File: config.mk
export PLATFORM = sky130hd
export DESIGN_NAME = dual_beam_trigger_scaler
export DESIGN_NICKNAME = d
export VERILOG_FILES = /design/src/rtl/dual_beam_trigger_scaler.sv
export SDC_FILE = /design/constraint.sdc
export NUM_CORES = 1
export LEC_CHECK = 0
export CAP_MARGIN = 25
export CORE_MARGIN = 4
export CORE_UTILIZATION = 30
export CTS_CLUSTER_DIAMETER = 60
export DETAILED_ROUTE_END_ITERATION = 10
export PLACE_DENSITY = 0.6
export SLEW_MARGIN = 10
export SYNTH_ARGS = -nofsm -noshare
export SYNTH_HDL_FRONTEND = slang
export SYNTH_SLANG_ARGS = --single-unit
File: constraint.sdc
create_clock -name clk_i -period 4.7 [get_ports clk_i]
set_input_delay 0.94 -clock clk_i [delete_from_list [all_inputs] [get_ports clk_i]]
set_output_delay 0.94 -clock clk_i [all_outputs]
set_load 0.005 [all_outputs]
File: src/rtl/dual_beam_trigger_scaler.sv
// dual_beam_trigger_scaler
// Turns the 2-bit raw trigger level from the DSP stage into single-cycle
// qualified pulses per beam (rising-edge detect plus programmable holdoff).
// Accepted pulses are counted over a fixed gate period, and each period's
// counts are published as a snapshot through a valid/ack handshake.
// Optional build macro PUEO_SCALER_SATURATE_EN: when defined, the
// accumulators saturate at all-ones instead of wrapping.

module dual_beam_trigger_scaler #(
  parameter int COUNT_WIDTH  = 16,
  parameter int PERIOD_CLKS  = 200000,
  parameter int HOLDOFF_CLKS = 8
) (
  input  logic                   clk_i,
  input  logic                   rst_i,
  input  logic                   enable_i,
  input  logic [1:0]             trigger_i,
  output logic [1:0]             trig_o,
  output logic [COUNT_WIDTH-1:0] scalerA_o,
  output logic [COUNT_WIDTH-1:0] scalerB_o,
  output logic                   scaler_valid_o,
  input  logic                   scaler_ack_i,
  output logic                   scaler_lost_o
);

  localparam int PW = $clog2(PERIOD_CLKS);
  localparam int HW = (HOLDOFF_CLKS < 1) ? 1 : $clog2(HOLDOFF_CLKS + 1);
  localparam logic [PW-1:0] PERIOD_LAST = PW'(PERIOD_CLKS - 1);
  localparam logic [HW-1:0] HOLDOFF_LOAD = HW'(HOLDOFF_CLKS);

  logic [1:0]             trig_q;
  logic [1:0][HW-1:0]     ho;
  logic [1:0]             accept;
  logic [PW-1:0]          period_cnt;
  logic                   terminal;
  logic [COUNT_WIDTH-1:0] acc_a;
  logic [COUNT_WIDTH-1:0] acc_b;
  logic [COUNT_WIDTH:0]   sum_a;
  logic [COUNT_WIDTH:0]   sum_b;
  logic [COUNT_WIDTH-1:0] next_a;
  logic [COUNT_WIDTH-1:0] next_b;

  // A rising edge is accepted only when that beam's holdoff has expired
  always_comb begin
    accept = 2'b00;
    for (int k = 0; k < 2; k++) begin
      accept[k] = trigger_i[k] & ~trig_q[k] & (ho[k] == '0);
    end
  end

  assign terminal = enable_i && (period_cnt == PERIOD_LAST);

  // Next accumulator values: current count plus this cycle's accepted pulse
  always_comb begin
    sum_a = {1'b0, acc_a} + {{COUNT_WIDTH{1'b0}}, accept[0]};
    sum_b = {1'b0, acc_b} + {{COUNT_WIDTH{1'b0}}, accept[1]};
`ifdef PUEO_SCALER_SATURATE_EN
    next_a = sum_a[COUNT_WIDTH] ? {COUNT_WIDTH{1'b1}} : sum_a[COUNT_WIDTH-1:0];
    next_b = sum_b[COUNT_WIDTH] ? {COUNT_WIDTH{1'b1}} : sum_b[COUNT_WIDTH-1:0];
`else
    next_a = sum_a[COUNT_WIDTH-1:0];
    next_b = sum_b[COUNT_WIDTH-1:0];
`endif
  end

  // Edge-detect history, holdoff down-counters and the qualified pulse outputs
  always_ff @(posedge clk_i or posedge rst_i) begin
    if (rst_i) begin
      trig_q <= 2'b00;
      ho     <= '0;
      trig_o <= 2'b00;
    end else begin
      trig_q <= trigger_i;
      trig_o <= accept;
      for (int k = 0; k < 2; k++) begin
        if (accept[k]) begin
          ho[k] <= HOLDOFF_LOAD;
        end else if (ho[k] != '0) begin
          ho[k] <= ho[k] - HW'(1);
        end
      end
    end
  end

  // Gate-period counter and per-beam accumulators, held at zero while disabled
  always_ff @(posedge clk_i or posedge rst_i) begin
    if (rst_i) begin
      period_cnt <= '0;
      acc_a      <= '0;
      acc_b      <= '0;
    end else if (!enable_i || terminal) begin
      period_cnt <= '0;
      acc_a      <= '0;
      acc_b      <= '0;
    end else begin
      period_cnt <= period_cnt + PW'(1);
      acc_a      <= next_a;
      acc_b      <= next_b;
    end
  end

  // Snapshot publication with valid/ack handshake and sticky overwrite flag
  always_ff @(posedge clk_i or posedge rst_i) begin
    if (rst_i) begin
      scalerA_o      <= '0;
      scalerB_o      <= '0;
      scaler_valid_o <= 1'b0;
      scaler_lost_o  <= 1'b0;
    end else begin
      if (terminal) begin
        scalerA_o      <= next_a;
        scalerB_o      <= next_b;
        scaler_valid_o <= 1'b1;
      end else if (scaler_ack_i && scaler_valid_o) begin
        scaler_valid_o <= 1'b0;
      end
      if (terminal && scaler_valid_o && !scaler_ack_i) begin
        scaler_lost_o <= 1'b1;
      end else if (scaler_valid_o && scaler_ack_i) begin
        scaler_lost_o <= 1'b0;
      end
    end
  end

endmodule

# Word level (Yosys, flattened, before mapping)
# Index checks and enable logic that the tools add are counted.
[totals]
ff_bits = 96
in_bits = 6
out_inout_bits = 36
elab_cells = 48
[classes]
addsub = 5
eq_ne = 1
muxes = 10
bitwise_logic = 6
reduce_logical = 15
[op_table]
columns = ["op", "n"]
rows = [
  ["adder 16 x 1 -> 16 bit", 2],
  ["2-to-1 mux 16 bit", 2],
  ["adder 18 x 1 -> 18 bit, second input constant", 1],
  ["== test 18 bit, second input constant", 1],
  ["2-to-1 mux 18 bit", 1],
  ["2-to-1 mux 4 bit", 4],
  ["logical NOT 4 bit", 2],
  ["nonzero test 2 bit", 4],
  ["nonzero test 4 bit", 2],
  ["subtractor 4 x 1 -> 4 bit, second input constant", 2],
  ["bitwise AND 1 bit", 4],
  ["logical AND 1 bit", 4],
  ["2-to-1 mux 1 bit", 3],
  ["logical NOT 1 bit", 2],
  ["NOT 1 bit", 2],
  ["logical OR 1 bit", 1],
]

# Longest topological paths before layout
# Gate-level depths: netlist of run 1.
[depth]
word_depth = 5
ltp_mapped = 11
depth_no_buf = 11

# Least setup slack after synthesis of run 1
# No wires, ideal clock.
[synth_path]
kind = "reg2reg"
start = "reg ho[4] (netlist bit)"
end = "reg scalerB_o[12]"
setup_time_ns = 0.133
t_arrival_ns = 2.286
t_required_ns = 4.567
setup_slack_ns = 2.281
stages_incl_launch_ff = 11
n_path_buf = 0
synth_period_minus_slack_ns = 2.419
path_cell_list = "dfrtp_1 -> inv_1 -> ha_1 -> nor3b_1 -> nor2b_1 -> ha_1 -> ha_1 -> nand3_1 -> nor4_1 -> xnor2_1 -> o21ai_0"
[synth_between]
elab_chain_cells = 3
[synth_lines]
columns = ["element", "line", "rtl"]
rows = [
  ["start: declaration", "32", "logic [1:0][HW-1:0] ho;"],
  ["start signal: indexed assignment", "79", "ho[k] <= ho[k] - HW'(1);"],
  ["logical NOT 4 bit", "47", "accept[k] = trigger_i[k] & ~trig_q[k] & (ho[k] == '0);"],
  ["bitwise AND 1 bit", "47", ""],
  ["via accept[1]", "33", "logic [1:0] accept;"],
  ["adder 16 x 1 -> 16 bit", "56", "sum_b = {1'b0, acc_b} + {{COUNT_WIDTH{1'b0}}, accept[1]};"],
  ["end signal: assignment", "112", "scalerB_o <= next_b;"],
  ["end: declaration", "20", "output logic [COUNT_WIDTH-1:0] scalerB_o,"],
]
# The timed path passes the listed nets, and every way through them passes these cells.
# A chain may end at the register's enable or synchronous reset.

# Worst setup path in the final report of run 1
# Same ends and word-level chain as after synthesis.

==> results of run 1 <==
==> worst max-delay path, cell delays in order, from the launching register on <==
cell	delay (ns)
dfrtp_1	0.41
inv_1	0.07
ha_1	0.22
nor3b_1	0.44
nor2b_1	0.25
ha_1	0.22
ha_1	0.19
nand3_1	0.19
nor4_1	0.39
xnor2_1	0.19
o21ai_0	0.10
==> synth_stat cells (5+ instances only) <==
cell type  count
nand3_1       24
xnor2_1       28
xor2_1        15
a21oi_1        5
and3_1         5
nor3_1        11
nand2_1       42
nor2_1        64
clkbuf_1       8
o21ai_0       38
nand4_1       11
nor4_1         6
buf_2          5
inv_1         18
dfrtp_1       96
ha_1           7
==> kinds of logic after synthesis <==
kind of cell | after synthesis | synth area share
AOI/OAI and AO/OA | 49 | 0.0636
xor gates and xnor gates | 43 | 0.0924
adders and majority gates | 7 | 0.0215
buffers and inverters | 31 | 0.0301
DFF | 96 | 0.589
and+or+nand+nor | 178 | 0.203
==> final cells by class <==
class	instances	area, sq um	area share
sequential	96	2400	0.482
tap	176	220	0.0442
clock buffer	11	243	0.0487
multi-input combinational	277	1550	0.311
inverter	18	68.8	0.0138
clock inverter	5	40.0	0.00803
timing repair buffer	46	460	0.0924
==> stage by stage <==
stage,utilization,hold WS [ns]
global route,0.375,0.500
detailed placement,0.352,0.474
CTS,0.373,0.491
finish,0.375,0.481
floorplan,-,0.466
global placement,0.352,0.468
==> state kept, by name, indices dropped and copies added (netlist names) <==
name	flops
acc_a	16
acc_b	16
ho	8
period_cnt	18
scalerA_o	16
scalerB_o	16
scaler_lost_o	1
scaler_valid_o	1
trig_o	2
trig_q	2
==> report_power, final <==
part / switching [W] / internal [W]
logic: 0.0000937 / 0.0000681
clock network: 0.000313 / 0.000376
registers: 0.0000386 / 0.000868
total: 0.000445 / 0.00131
==> routing by layer <==
metal,part of all wire,vias up
met1,0.49,1409
met5,0,-
met4,0.015,0
met3,0.040,10
li1,-,1432
met2,0.46,48
==> layout by cell type (no fill, tap or decap) <==
cell,Yosys,layout
clkdlybuf4s50_1,0,41
xor2_1,15,15
a21oi_1,5,5
o31ai_1,2,2
dfrtp_1,96,96
clkinv_4,0,1
nor3b_1,2,2
clkbuf_8,0,1
clkinvlp_4,0,3
ha_1,7,7
or3b_4,1,1
clkbuf_16,0,9
and4_1,1,1
clkbuf_1,8,1
nor2b_1,2,2
nor3_1,11,11
and3_1,5,5
nand4_1,11,11
clkinv_2,0,1
inv_6,0,1
nand2b_1,3,3
buf_12,0,1
or4b_1,1,1
a2bb2oi_1,1,1
nor2_1,64,64
or3_1,2,2
or4_4,1,1
nand2_1,42,42
nor3_2,1,1
buf_4,0,4
and2_1,1,1
o21ai_0,38,38
a211oi_1,1,1
xnor2_1,28,28
inv_1,18,17
a31oi_1,2,2
nor4_1,6,6
nand3_1,24,24
==> worst max-delay path by stage <==
stage	from	cells after the start	slack, ns	end
finish	ho[4]$_DFFE_PP0P_	10	1.89	scalerB_o[12]$_DFFE_PP0P_
global placement	trigger_i[1]	9	1.61	scalerB_o[14]$_DFFE_PP0P_
floorplan	rst_i	1	1.25	acc_a[0]$_DFF_PP0_
global route	ho[4]$_DFFE_PP0P_	10	1.60	scalerB_o[12]$_DFFE_PP0P_
CTS	ho[4]$_DFFE_PP0P_	10	1.88	scalerB_o[12]$_DFFE_PP0P_
detailed placement	trigger_i[1]	9	1.54	scalerB_o[12]$_DFFE_PP0P_
==> reports/qor.yml, run 1 <==
numCtsBuffers: 9
hpwl_um: 5670
synth_area_leaders: "dfrtp_1 (59%), xnor2_1 (6.0%), nor2_1 (5.9%), o21ai_0 (4.7%), nand2_1 (3.9%)"
fin_ws_ns: 1.89
clk_latency_ns: 0.34
r2r_slack_ns: 1.89
max_freq_ghz: 0.356
dp_cells: 612
maxCapViolations: 0
r2r_cells: 10
syn_inst: 404
wl_per_cell_um: 12.9
num_vias: 2899
critPathRequiredTime_ns: 4.91
path_clk_slew_ns: 0.07
finalCritPeriodShare: 0.598
dpl_cell_area_sq_um: 4680
cts_max_path_buffers: 2
antenna_found_initial: 0
root_buffer: "clkbuf_16"
fin_nets: 461
cts-hold-fix-buffers: 0
antennaDiodeCount: 0
pre_cts_ws_ns: 1.54
fill_cells: 1314
start_kind: "flop"
worstMarginPinSlew_ns: 0.578
worstHoldEndpoint: "scalerB_o[8]$_DFFE_PP0P_"
numPortBuffers: 41
busiest_layer: "met2"
slew_viol_final: 0
synth_seq_cells: 96
yosysSeqAreaShare: 0.589
crit_arrival_ns: 3.02
r2r_start: "ho[4]$_DFFE_PP0P_"
syn_avg_cell_area_sq_um: 10.1
rsz0062_at_grt: "no"
tns_ns: 0
grt.overflow.total: 0
status: "completed"
drtIter0Drc: 217
p_total_w: 0.00176
synth_top_area_cell: "dfrtp_1"
synth_flop_cell: "dfrtp_1"
peakVddDrop_v: 0.000162
end_kind: "flop"
grt_pass1_wl_um: 14300
vias_per_cell: 4.61
ant_nets: 0
yosys_warnings: 0
fin_crit_ns: 2.81
use_met1: 0.143
grt_start_max_net_pins: 55
rows: 42
htreeDepth: 3
clkSinkCount: 96
netlist_area_sq_um: 4080
slew_headroom: 0.614
hold_path.class: "flop to flop"
synth_edf_count: 0
drc: 0
die_w_um: 125
setup-violations-final: 0
grt_pass1_vias: 2986
cellLeakagePower_nw: 2.05
r2r-end: "scalerB_o[12]$_DFFE_PP0P_"
power_density_nw_per_um2: 353
synth_top_area_frac: 0.589
track_usage: 0.112
areaGrowthSynthToFinish_pct: 22.3
hp-start: "scalerB_o[8]$_DFFE_PP0P_"
skew_ns: 0.00861
drive_above_1_share: 0.0530
post_cts_buffers: 0
drt-total-wl_um: 8140
initial_utilization: 0.307
gp_congestion: 0.801
fin_cells: 629
synth.distinct_cells: 30
async_flop_share: 1.00
synth_nets: 417
hold_depth: 2
gr-usage-met3: 0.0399
cts_resized: 0
dr.pass1.iters: 4
final_hold_viol_count: 0
dieArea_sq_um: 15500
core_sq_um: 13300
crit_fanout: 5
fin_area_sq_um: 4980
num_io_pins: 42
critical_path_class: "flop to flop"
met2_usage: 0.175
die_y_um: 125
cts_tree: "built"
Note: power is estimated with default switching activity, not from simulation.
==> run 2, diff against run 1 <==
Settings changed: PLACE_DENSITY 0.6 to 0.61.
Clock period 4.7 ns to 2.5 ns, I/O delays scaled along.
==> run 2 against run 1 <==
  * Final cell count grew 2.2%
  * Utilization grew 2.1 points
  * Total power grew 110%
  * Critical endpoint is now scalerB_o[15]$_DFFE_PP0P_
  * Critical path depth is the same
  * Non-clock buffer count grew 14
==> reports/qor.yml, run 2 (same netlist as run 1, synthesis figures left out) <==
fin_crit_ns: 2.31
clk_latency_ns: 0.34
initial_utilization: 0.307
num_io_pins: 42
cp_slowest_cell: "nor4_1"
dieArea_sq_um: 15500
finalCritPeriodShare: 0.925
htreeDepth: 3
critPathRequiredTime_ns: 2.71
drive_above_1_share: 0.103
crit_buf_inv: 2
setup-violations-final: 0
slew_viol_final: 0
root_buffer: "clkbuf_16"
grt_pass1_wl_um: 14000
grt.overflow.total: 0
p_clk_frac: 0.424
numCtsBuffers: 9
areaGrowthSynthToFinish_pct: 29.0
p_total_w: 0.00361
critical-path-max-stage-delay_ns: 0.41
most-common-layout-cells: "dfrtp_1 (96), nor2_1 (64), nand2_1 (42)"
grt_pass1_vias: 3013
ant_nets: 0
grt_start_max_net_pins: 65
antennaDiodeCount: 0
die_w_um: 125
num_vias: 3000
seqPwrFrac: 0.474
path_clk_slew_ns: 0.07
core_sq_um: 13300
p_int_w: 0.00277
drtIter0Drc: 164
gp_congestion: 0.788
crit_fanout: 5
track_usage: 0.108
end_kind: "flop"
die_y_um: 125
start_kind: "flop"
cts-hold-fix-buffers: 0
fin_nets: 475
hold_path.class: "flop to flop"
max_freq_ghz: 0.432
cellLeakagePower_nw: 2.19
critical_path_class: "flop to flop"
antenna_found_initial: 0
maxCapViolations: 0
mostFrequentLayoutCell: "dfrtp_1"
switchingPower_w: 0.000844
numPortBuffers: 41
hpwl_um: 5500
clkSinkCount: 96
drc: 0
rows: 42
cts_tree: "built"
power_density_nw_per_um2: 687
final_hold_viol_count: 0
final_util: 0.396
dr.pass1.iters: 5
wl_per_cell_um: 12.6
worstMarginPinSlew_ns: 0.628
p_sw_frac: 0.234
path_cells: "inv_1 -> ha_1 -> nor3b_4 -> nor2b_4 -> ha_2 -> buf_4 -> nand4_1 -> nor4_1 -> xnor2_1 -> o21ai_0"
vias_per_cell: 4.67
slew_headroom: 0.581
cts_max_path_buffers: 2
cpLargestDelayFamily: "simple AND/OR/NAND/NOR gates"
skew_ns: 0.00845
fin_area_sq_um: 5260
crit_arrival_ns: 2.53
largest_reg_flops: 18
regMostFlops: "period_cnt"
dpl_cell_area_sq_um: 4830
pwr-share-comb: 0.102
status: "completed"
drt-total-wl_um: 8070
peakVddDrop_v: 0.000313
run 2: path summary, 6_finish.rpt:
kind                                             from                         to  slack, ns  cells past startpoint
max                                 ho[4]$_DFFE_PP0P_  scalerB_o[15]$_DFFE_PP0P_       0.19                     10
min                        scaler_valid_o$_DFFE_PP0P_  scaler_lost_o$_DFFE_PP0P_       0.47                      1
max reg2reg                         ho[4]$_DFFE_PP0P_  scalerB_o[15]$_DFFE_PP0P_       0.19                     10
min reg2reg                scaler_valid_o$_DFFE_PP0P_  scaler_lost_o$_DFFE_PP0P_       0.47                      1
max in group asynchronous                       rst_i   scalerB_o[9]$_DFFE_PP0P_       1.27                      3
min in group asynchronous                       rst_i   scalerA_o[4]$_DFFE_PP0P_       0.59                      2
run 2: cell type report:
class	count	area [sq um]
Sequential cell	96	2400
Tap cell	176	220
Clock buffer	12	267
Inverter	18	71.3
Clock inverter	4	75.1
Multi-Input combinational cell	277	1620
Fill cell	1269	8040
Timing Repair Buffer	60	603
run 2: metal layers:
layer	global-route usage	wire length, um	up-vias
li1	-	-	1459
met1	0.135	3760	1478
met2	0.178	3890	54
met3	0.0313	314	9
met4	0.0368	101	0
met5	0	0	-
run 2: repair_timing:
action | 4_1_cts | 5_1_grt
pin swaps | 0 | 3
resized for setup | 1 | 12
gates cloned | 0 | 0
endpoints found under the setup margin | 1 | 29
setup buffers | 0 | 2
run 2: power groups by stage:
stage	Combinational, W	Clock, W	Sequential [W]
after floorplan	0.000232	0	0.00172
after global placement	0.000322	0	0.00172
after detailed placement	0.000349	0	0.00173
after CTS	0.000347	0.00158	0.00170
after global routing	0.000423	0.00163	0.00172
final	0.000368	0.00153	0.00171
run 2: metrics by stage:
| stage | hold WS [ns] | instances | setup slack (ns) | TNS, ns |
|---|---|---|---|---|
| 2_1_floorplan | 0.466 | 404 | 0.0808 | 0 |
| 3_3_place_gp | 0.461 | 625 | -0.122 | -1.34 |
| 3_5_place_dp | 0.462 | 625 | -0.196 | -2.34 |
| 4_1_cts | 0.471 | 641 | -0.00123 | -0.00123 |
| 5_1_grt | 0.493 | 643 | -0.0377 | -0.0838 |
| 6_report | 0.468 | 643 | 0.187 | 0 |
